**src/rtl/wb_stage_ctrl.sv**
```systemverilog
`default_nettype none
// ============================================================================
// Module  : wb_stage_ctrl
// Purpose : Registered writeback stage with load extraction and a bounded
//           wait on variable-latency read sources.
// Revision: 1.0 - initial release
// ============================================================================
module wb_stage_ctrl #(
  parameter  int XLEN    = 32,
  parameter  int NSRC    = 4,
  parameter  int PC_INC  = 4,
  parameter  int TIMEOUT = 16,
  localparam int SW      = (NSRC > 1) ? $clog2(NSRC) : 1,
  localparam int AW      = $clog2(XLEN / 8)
) (
  input  logic                 clk,
  input  logic                 rst_n,
  input  logic                 flush,
  input  logic                 in_valid,
  output logic                 in_ready,
  input  logic [XLEN-1:0]      in_pc,
  input  logic [XLEN-1:0]      in_alu,
  input  logic [1:0]           in_wb_sel,
  input  logic [SW-1:0]        in_mem_sel,
  input  logic [2:0]           in_funct3,
  input  logic [AW-1:0]        in_addr_lo,
  input  logic [4:0]           in_rd,
  input  logic                 in_rf_we,
  input  logic [NSRC*XLEN-1:0] src_rdata,
  input  logic [NSRC-1:0]      src_rvalid,
  output logic                 wb_valid,
  output logic                 wb_we,
  output logic [4:0]           wb_rd,
  output logic [XLEN-1:0]      wb_data,
  output logic                 wb_err
);

  localparam int            CW        = $clog2(TIMEOUT + 1);
  localparam logic [AW-1:0] c_mask_h  = ~AW'(1);
  localparam logic [AW-1:0] c_mask_w  = ~AW'(3);

  typedef enum logic [0:0] {
    S_IDLE = 1'b0,
    S_WAIT = 1'b1
  } state_t;

  state_t          r_state, w_state_nxt;
  logic [CW-1:0]   r_cnt, w_cnt_nxt;
  logic [SW-1:0]   r_sel;
  logic [2:0]      r_f3;
  logic [AW-1:0]   r_addr;
  logic [4:0]      r_rd;
  logic            r_rf_we;

  logic            w_accept, w_capture, w_done, w_timeout;
  logic            w_in_wait;
  logic [1:0]      w_wb_sel;
  logic [SW-1:0]   w_sel;
  logic [2:0]      w_f3;
  logic [AW-1:0]   w_addr;
  logic [4:0]      w_rd;
  logic            w_rf_we;
  logic [XLEN-1:0] w_word, w_ext;
  logic            w_rv, w_sel_ok;
  logic [XLEN-1:0] w_lane_b, w_lane_h, w_lane_w;
  logic [XLEN-1:0] w_res_data, w_fin_data;
  logic            w_res_err, w_fin_err, w_fin_we;

  assign in_ready  = (r_state == S_IDLE);
  assign w_in_wait = (r_state == S_WAIT);
  assign w_accept  = in_valid & in_ready & ~flush;

  // While waiting, the captured load replaces the live input fields.
  assign w_wb_sel = w_in_wait ? 2'd1    : in_wb_sel;
  assign w_sel    = w_in_wait ? r_sel   : in_mem_sel;
  assign w_f3     = w_in_wait ? r_f3    : in_funct3;
  assign w_addr   = w_in_wait ? r_addr  : in_addr_lo;
  assign w_rd     = w_in_wait ? r_rd    : in_rd;
  assign w_rf_we  = w_in_wait ? r_rf_we : in_rf_we;

  always_comb begin
    w_word   = '0;
    w_rv     = 1'b0;
    w_sel_ok = 1'b0;
    for (int i = 0; i < NSRC; i++) begin
      if (w_sel == SW'(i)) begin
        w_word   = src_rdata[i*XLEN +: XLEN];
        w_rv     = src_rvalid[i];
        w_sel_ok = 1'b1;
      end
    end
  end

  assign w_lane_b = w_word >> {w_addr, 3'b000};
  assign w_lane_h = w_word >> {w_addr & c_mask_h, 3'b000};
  assign w_lane_w = w_word >> {w_addr & c_mask_w, 3'b000};

  always_comb begin
    w_ext = w_word;
    case (w_f3)
      3'b000:  w_ext = XLEN'($signed(w_lane_b[7:0]));
      3'b100:  w_ext = XLEN'(w_lane_b[7:0]);
      3'b001:  w_ext = XLEN'($signed(w_lane_h[15:0]));
      3'b101:  w_ext = XLEN'(w_lane_h[15:0]);
      3'b010:  w_ext = XLEN'($signed(w_lane_w[31:0]));
      3'b110:  w_ext = XLEN'(w_lane_w[31:0]);
      default: w_ext = w_word;
    endcase
  end

  always_comb begin
    w_res_data = '0;
    w_res_err  = 1'b0;
    case (w_wb_sel)
      2'd0: w_res_data = in_alu;
      2'd1: begin
        if (w_sel_ok) w_res_data = w_ext;
        else          w_res_err  = 1'b1;
      end
      2'd2:    w_res_data = in_pc + XLEN'(PC_INC);
      default: w_res_data = '0;
    endcase
  end

  always_comb begin
    w_state_nxt = r_state;
    w_cnt_nxt   = r_cnt;
    w_capture   = 1'b0;
    w_done      = 1'b0;
    w_timeout   = 1'b0;
    case (r_state)
      S_IDLE: begin
        if (w_accept) begin
          if ((in_wb_sel == 2'd1) && w_sel_ok && !w_rv) begin
            w_state_nxt = S_WAIT;
            w_capture   = 1'b1;
            w_cnt_nxt   = '0;
          end else begin
            w_done = 1'b1;
          end
        end
      end
      S_WAIT: begin
        if (flush) begin
          w_state_nxt = S_IDLE;
        end else if (w_rv) begin
          w_done      = 1'b1;
          w_state_nxt = S_IDLE;
        end else if (r_cnt == CW'(TIMEOUT - 1)) begin
          w_done      = 1'b1;
          w_timeout   = 1'b1;
          w_state_nxt = S_IDLE;
        end else begin
          w_cnt_nxt = r_cnt + 1'b1;
        end
      end
      default: w_state_nxt = S_IDLE;
    endcase
  end

  assign w_fin_err  = w_res_err | w_timeout;
  assign w_fin_data = w_timeout ? '0 : w_res_data;
  assign w_fin_we   = w_rf_we & (w_rd != 5'd0) & ~w_fin_err & (w_wb_sel != 2'd3);

  always_ff @(posedge clk or negedge rst_n) begin
    if (!rst_n) begin
      r_state  <= S_IDLE;
      r_cnt    <= '0;
      r_sel    <= '0;
      r_f3     <= '0;
      r_addr   <= '0;
      r_rd     <= '0;
      r_rf_we  <= 1'b0;
      wb_valid <= 1'b0;
      wb_we    <= 1'b0;
      wb_err   <= 1'b0;
      wb_rd    <= '0;
      wb_data  <= '0;
    end else begin
      r_state  <= w_state_nxt;
      r_cnt    <= w_cnt_nxt;
      wb_valid <= w_done;
      wb_we    <= w_done & w_fin_we;
      wb_err   <= w_done & w_fin_err;
      if (w_capture) begin
        r_sel   <= in_mem_sel;
        r_f3    <= in_funct3;
        r_addr  <= in_addr_lo;
        r_rd    <= in_rd;
        r_rf_we <= in_rf_we;
      end
      if (w_done) begin
        wb_rd   <= w_rd;
        wb_data <= w_fin_data;
      end
    end
  end

endmodule
`default_nettype wire
```
**config.mk**
```make
export PLATFORM = sky130hd
export DESIGN_NAME = wb_stage_ctrl
export DESIGN_NICKNAME = d
export VERILOG_FILES = /design/src/rtl/wb_stage_ctrl.sv
export SDC_FILE = /design/constraint.sdc
export NUM_CORES = 1
export LEC_CHECK = 0
export ABC_AREA = 0
export CAP_MARGIN = 20
export CORE_UTILIZATION = 38
export DETAILED_ROUTE_END_ITERATION = 16
export PLACE_DENSITY = 0.87
export SKIP_CTS_REPAIR_TIMING = 1
export SLEW_MARGIN = 30
export SYNTH_ARGS = -nofsm -noshare
export SYNTH_HDL_FRONTEND = slang
export SYNTH_SLANG_ARGS = --single-unit
export TNS_END_PERCENT = 30
```
**constraint.sdc**
```tcl
create_clock -name clk -period 2.3 [get_ports clk]
set_input_delay 0.23 -clock clk [delete_from_list [all_inputs] [get_ports clk]]
set_output_delay 0.23 -clock clk [all_outputs]
set_load 0.05 [all_outputs]
```
==> results.md <==
* Worst Hold Slack at -45.1 ps
* Dpl hpwl at 17400 um
* Core Box Area at 13900 um^2
* Syn nets at 761
* Leak at 3.71 nW
* Slew headroom at 52.4%
* Clock Skew at 9.39 ps
* Inst Count DP at 1016
* Max Cap Viol at 0
* Mapped Cells at 543
* DR WL/cell at 21.6 um
* Slowest CP cell: dfrtp_2
* Iter 0 DRT Violations at 581
* CP Cell Sequence: buf_6 -> buf_12 -> buf_4 -> mux2i_1 -> buf_6 -> mux4_2 -> mux2i_4 -> a22oi_1 -> o221ai_1 -> o211ai_1
* Mapped Avg Cell Area at 10.0 um^2
* Via/cell ratio at 5.93
* Chip width at 122 um
* Final min period at 2590 ps
* Critical path's most frequent cell: buf_6
* Worst skew pair latency at 330 ps
* Number of global-route vias before repair at 6040
* Final worst slack at -286 ps
* H-tree depth at 3
* Max incr delay on CP at 440 ps
* Register area share after synthesis at 27.2%
* WP buf/inv at 4
* Pre-antenna DRT Iters at 6
* Setup total negative slack at -8620 ps
* Synth async-reset ratio at 100%
* Final period util at 112%
* CTS tree: built
* VDD IR max at 0.354 mV
* Total wire length at 22700 um
* Met2 usage at 50.7%
* Clk slew on worst S/H paths at 60 ps
* Antenna violations before repair at 1
* CTS sink count at 59
* First-pass GRT wire length at 32500 um
* Floorplan row count at 43
* IO buf count at 255
* Crit-path max FO at 15
* #FFs+latches synth at 59
* Final-stage net count at 1083
* Initial Util at 39.0%
* Number of synthesized flops with an enable pin at 0
* Least-Margin Pin Slew at 715 ps
* Setup Crit Path Kind: reg2reg
* Outcome: complete, but fails checks
* Stages on worst setup path at 10
* Synth warnings at 0
* Total GRT Usage at 29.2%
* R2r worst-path depth at 10
* GRT Residual Overflow at 0
* Placer Congestion at 0.931
* Largest net degree at the start of global routing at 42
* CP delay by family, top: multiplexers
* Routed Antenna Nets at 0
* Most used DFF post-synth: dfrtp_1
* M3 GR Usage at 5.24%
* Fmax at 0.387 GHz
* Top cells by area, synth: dfrtp_1, mux4_2, mux2i_1
* Pre-CTS setup slack at -457 ps
* Crit path DAT at 2790 ps
* Hold Vio Cnt, Final at 28
* P per Cell Area at 556 nW/um^2
* CTS max path bufs at 2
* Fin. max-slew vios at 0
* Most frequent cells in the layout: clkdlybuf4s50_1, buf_4, dfrtp_1
* # setup viols final at 56
* Grt met1 use at 35.0%
* Critical path endpoint category: flop
* Die area at 14800 um^2
* Via Count at 6240
* Num CTS Buffers at 9
* Area grow syn2layout at 73.6%
* Commonest non-fill, non-tap cell in the layout: clkdlybuf4s50_1
* Critical Path Start Type: flop
* Chip Height at 122 um
* Unrepaired setup endpoints after global routing: yes
* GRT busiest layer: met2
* HP Class: in2async
* IO Pins at 256
* Mapped cell area at 5440 um^2
* Fin cells at 1052
* Ratio of cells with drive above 1 in the final layout at 23.6%
* DRC errors left at 0
* WP data required at 2500 ps
* Failing checks: hold timing, setup timing
* Clk root buf: clkbuf_16
* Synth cell types at 52
* Synth top area share at 27.2%
* Area leader, netlist: dfrtp_1
cells in the mapped netlist, types with 4 or more instances:
master    number
inv_1         10
a211oi_1       7
and2_1         4
buf_4          6
buf_6          6
a21oi_1        9
o22ai_1        5
a221oi_2       4
dfrtp_1       59
nor2b_1       11
nor4_1         9
nand3_1       16
o221ai_1      20
o21ai_1        6
mux4_2        35
nand4_1       10
a22o_1         8
o21a_1         7
a22oi_1       28
mux2i_1       39
o211ai_1       9
a21o_1         9
buf_2         19
nand2_1       52
xor2_1        11
mux2_2        18
o21ai_0       22
nand2b_1       4
clkbuf_1       7
xnor2_1       19
nor2_1        31
mux2_1         6
and3_1         4
nor3_1         7
area by class of cell:
cell class	instances	area, um^2
Clock inverter	7	76.3
Fill cell	1002	4490
Tap cell	180	225
Antenna cell	2	5.00
Sequential cell	59	1480
Multi-Input combinational cell	436	3880
Clock buffer	9	225
Inverter	10	37.5
Timing Repair Buffer	349	3510
metrics by stage:
step | utilization (%) | total power (W) | instance area, um^2
3_3_place_gp | 62.3 | 0.00364 | 8680
3_5_place_dp | 62.3 | 0.00369 | 8680
5_1_grt | 67.7 | 0.00544 | 9440
2_1_floorplan | - | 0.00260 | 5440
6_report | 67.7 | 0.00525 | 9440
4_1_cts | 64.5 | 0.00506 | 8980
state kept, by name, summed over array words and instances (netlist names):
signal,cells
wb_rd,5
r_sel,2
wb_we,1
r_state,1
r_addr,2
r_cnt,5
r_f3,3
r_rf_we,1
wb_data,32
r_rd,5
wb_valid,1
wb_err,1
metal layers:
metal,wire length [um],part of all wire [%]
met1,8450,37
met2,11400,50
met3,1910,8.4
met4,956,4.2
met5,0,0
final timing paths:
path	start	end	slack (ps)
max reg2reg	r_state	wb_data[2]	-290
max in group asynchronous	rst_n	wb_data[25]	1720
min	rst_n	r_f3[1]	-50
min reg2reg	wb_data[14]	wb_data[14]	490
max	r_state	wb_data[2]	-290
min in group clk	wb_data[14]	wb_data[14]	490
logic make-up (layout without fill, tap and decap cells):
logic type | Yosys count | after routing | share of synthesized area [%]
adder cells (fa/ha/maj) | 3 | 3 | 0.691
other | 0 | 2 | 0
XOR/XNOR | 30 | 30 | 4.83
AND/OR/NAND/NOR | 158 | 158 | 14.4
buffers and inverters | 49 | 375 | 5.06
flip-flops | 59 | 59 | 27.2
AO/OA/AOI/OAI | 142 | 143 | 19.4
multiplexers | 102 | 102 | 28.4
report_power, final:
part | total (W) | internal (W) | leakage [nW] | switching [W]
combinational | 0.00245 | 0.00117 | 2.82 | 0.00128
clock | 0.00138 | 0.000845 | 0.142 | 0.000530
sequential | 0.00142 | 0.00125 | 0.753 | 0.000167
total | 0.00525 | 0.00327 | 3.71 | 0.00198
Power figures use the tool's default switching activity.
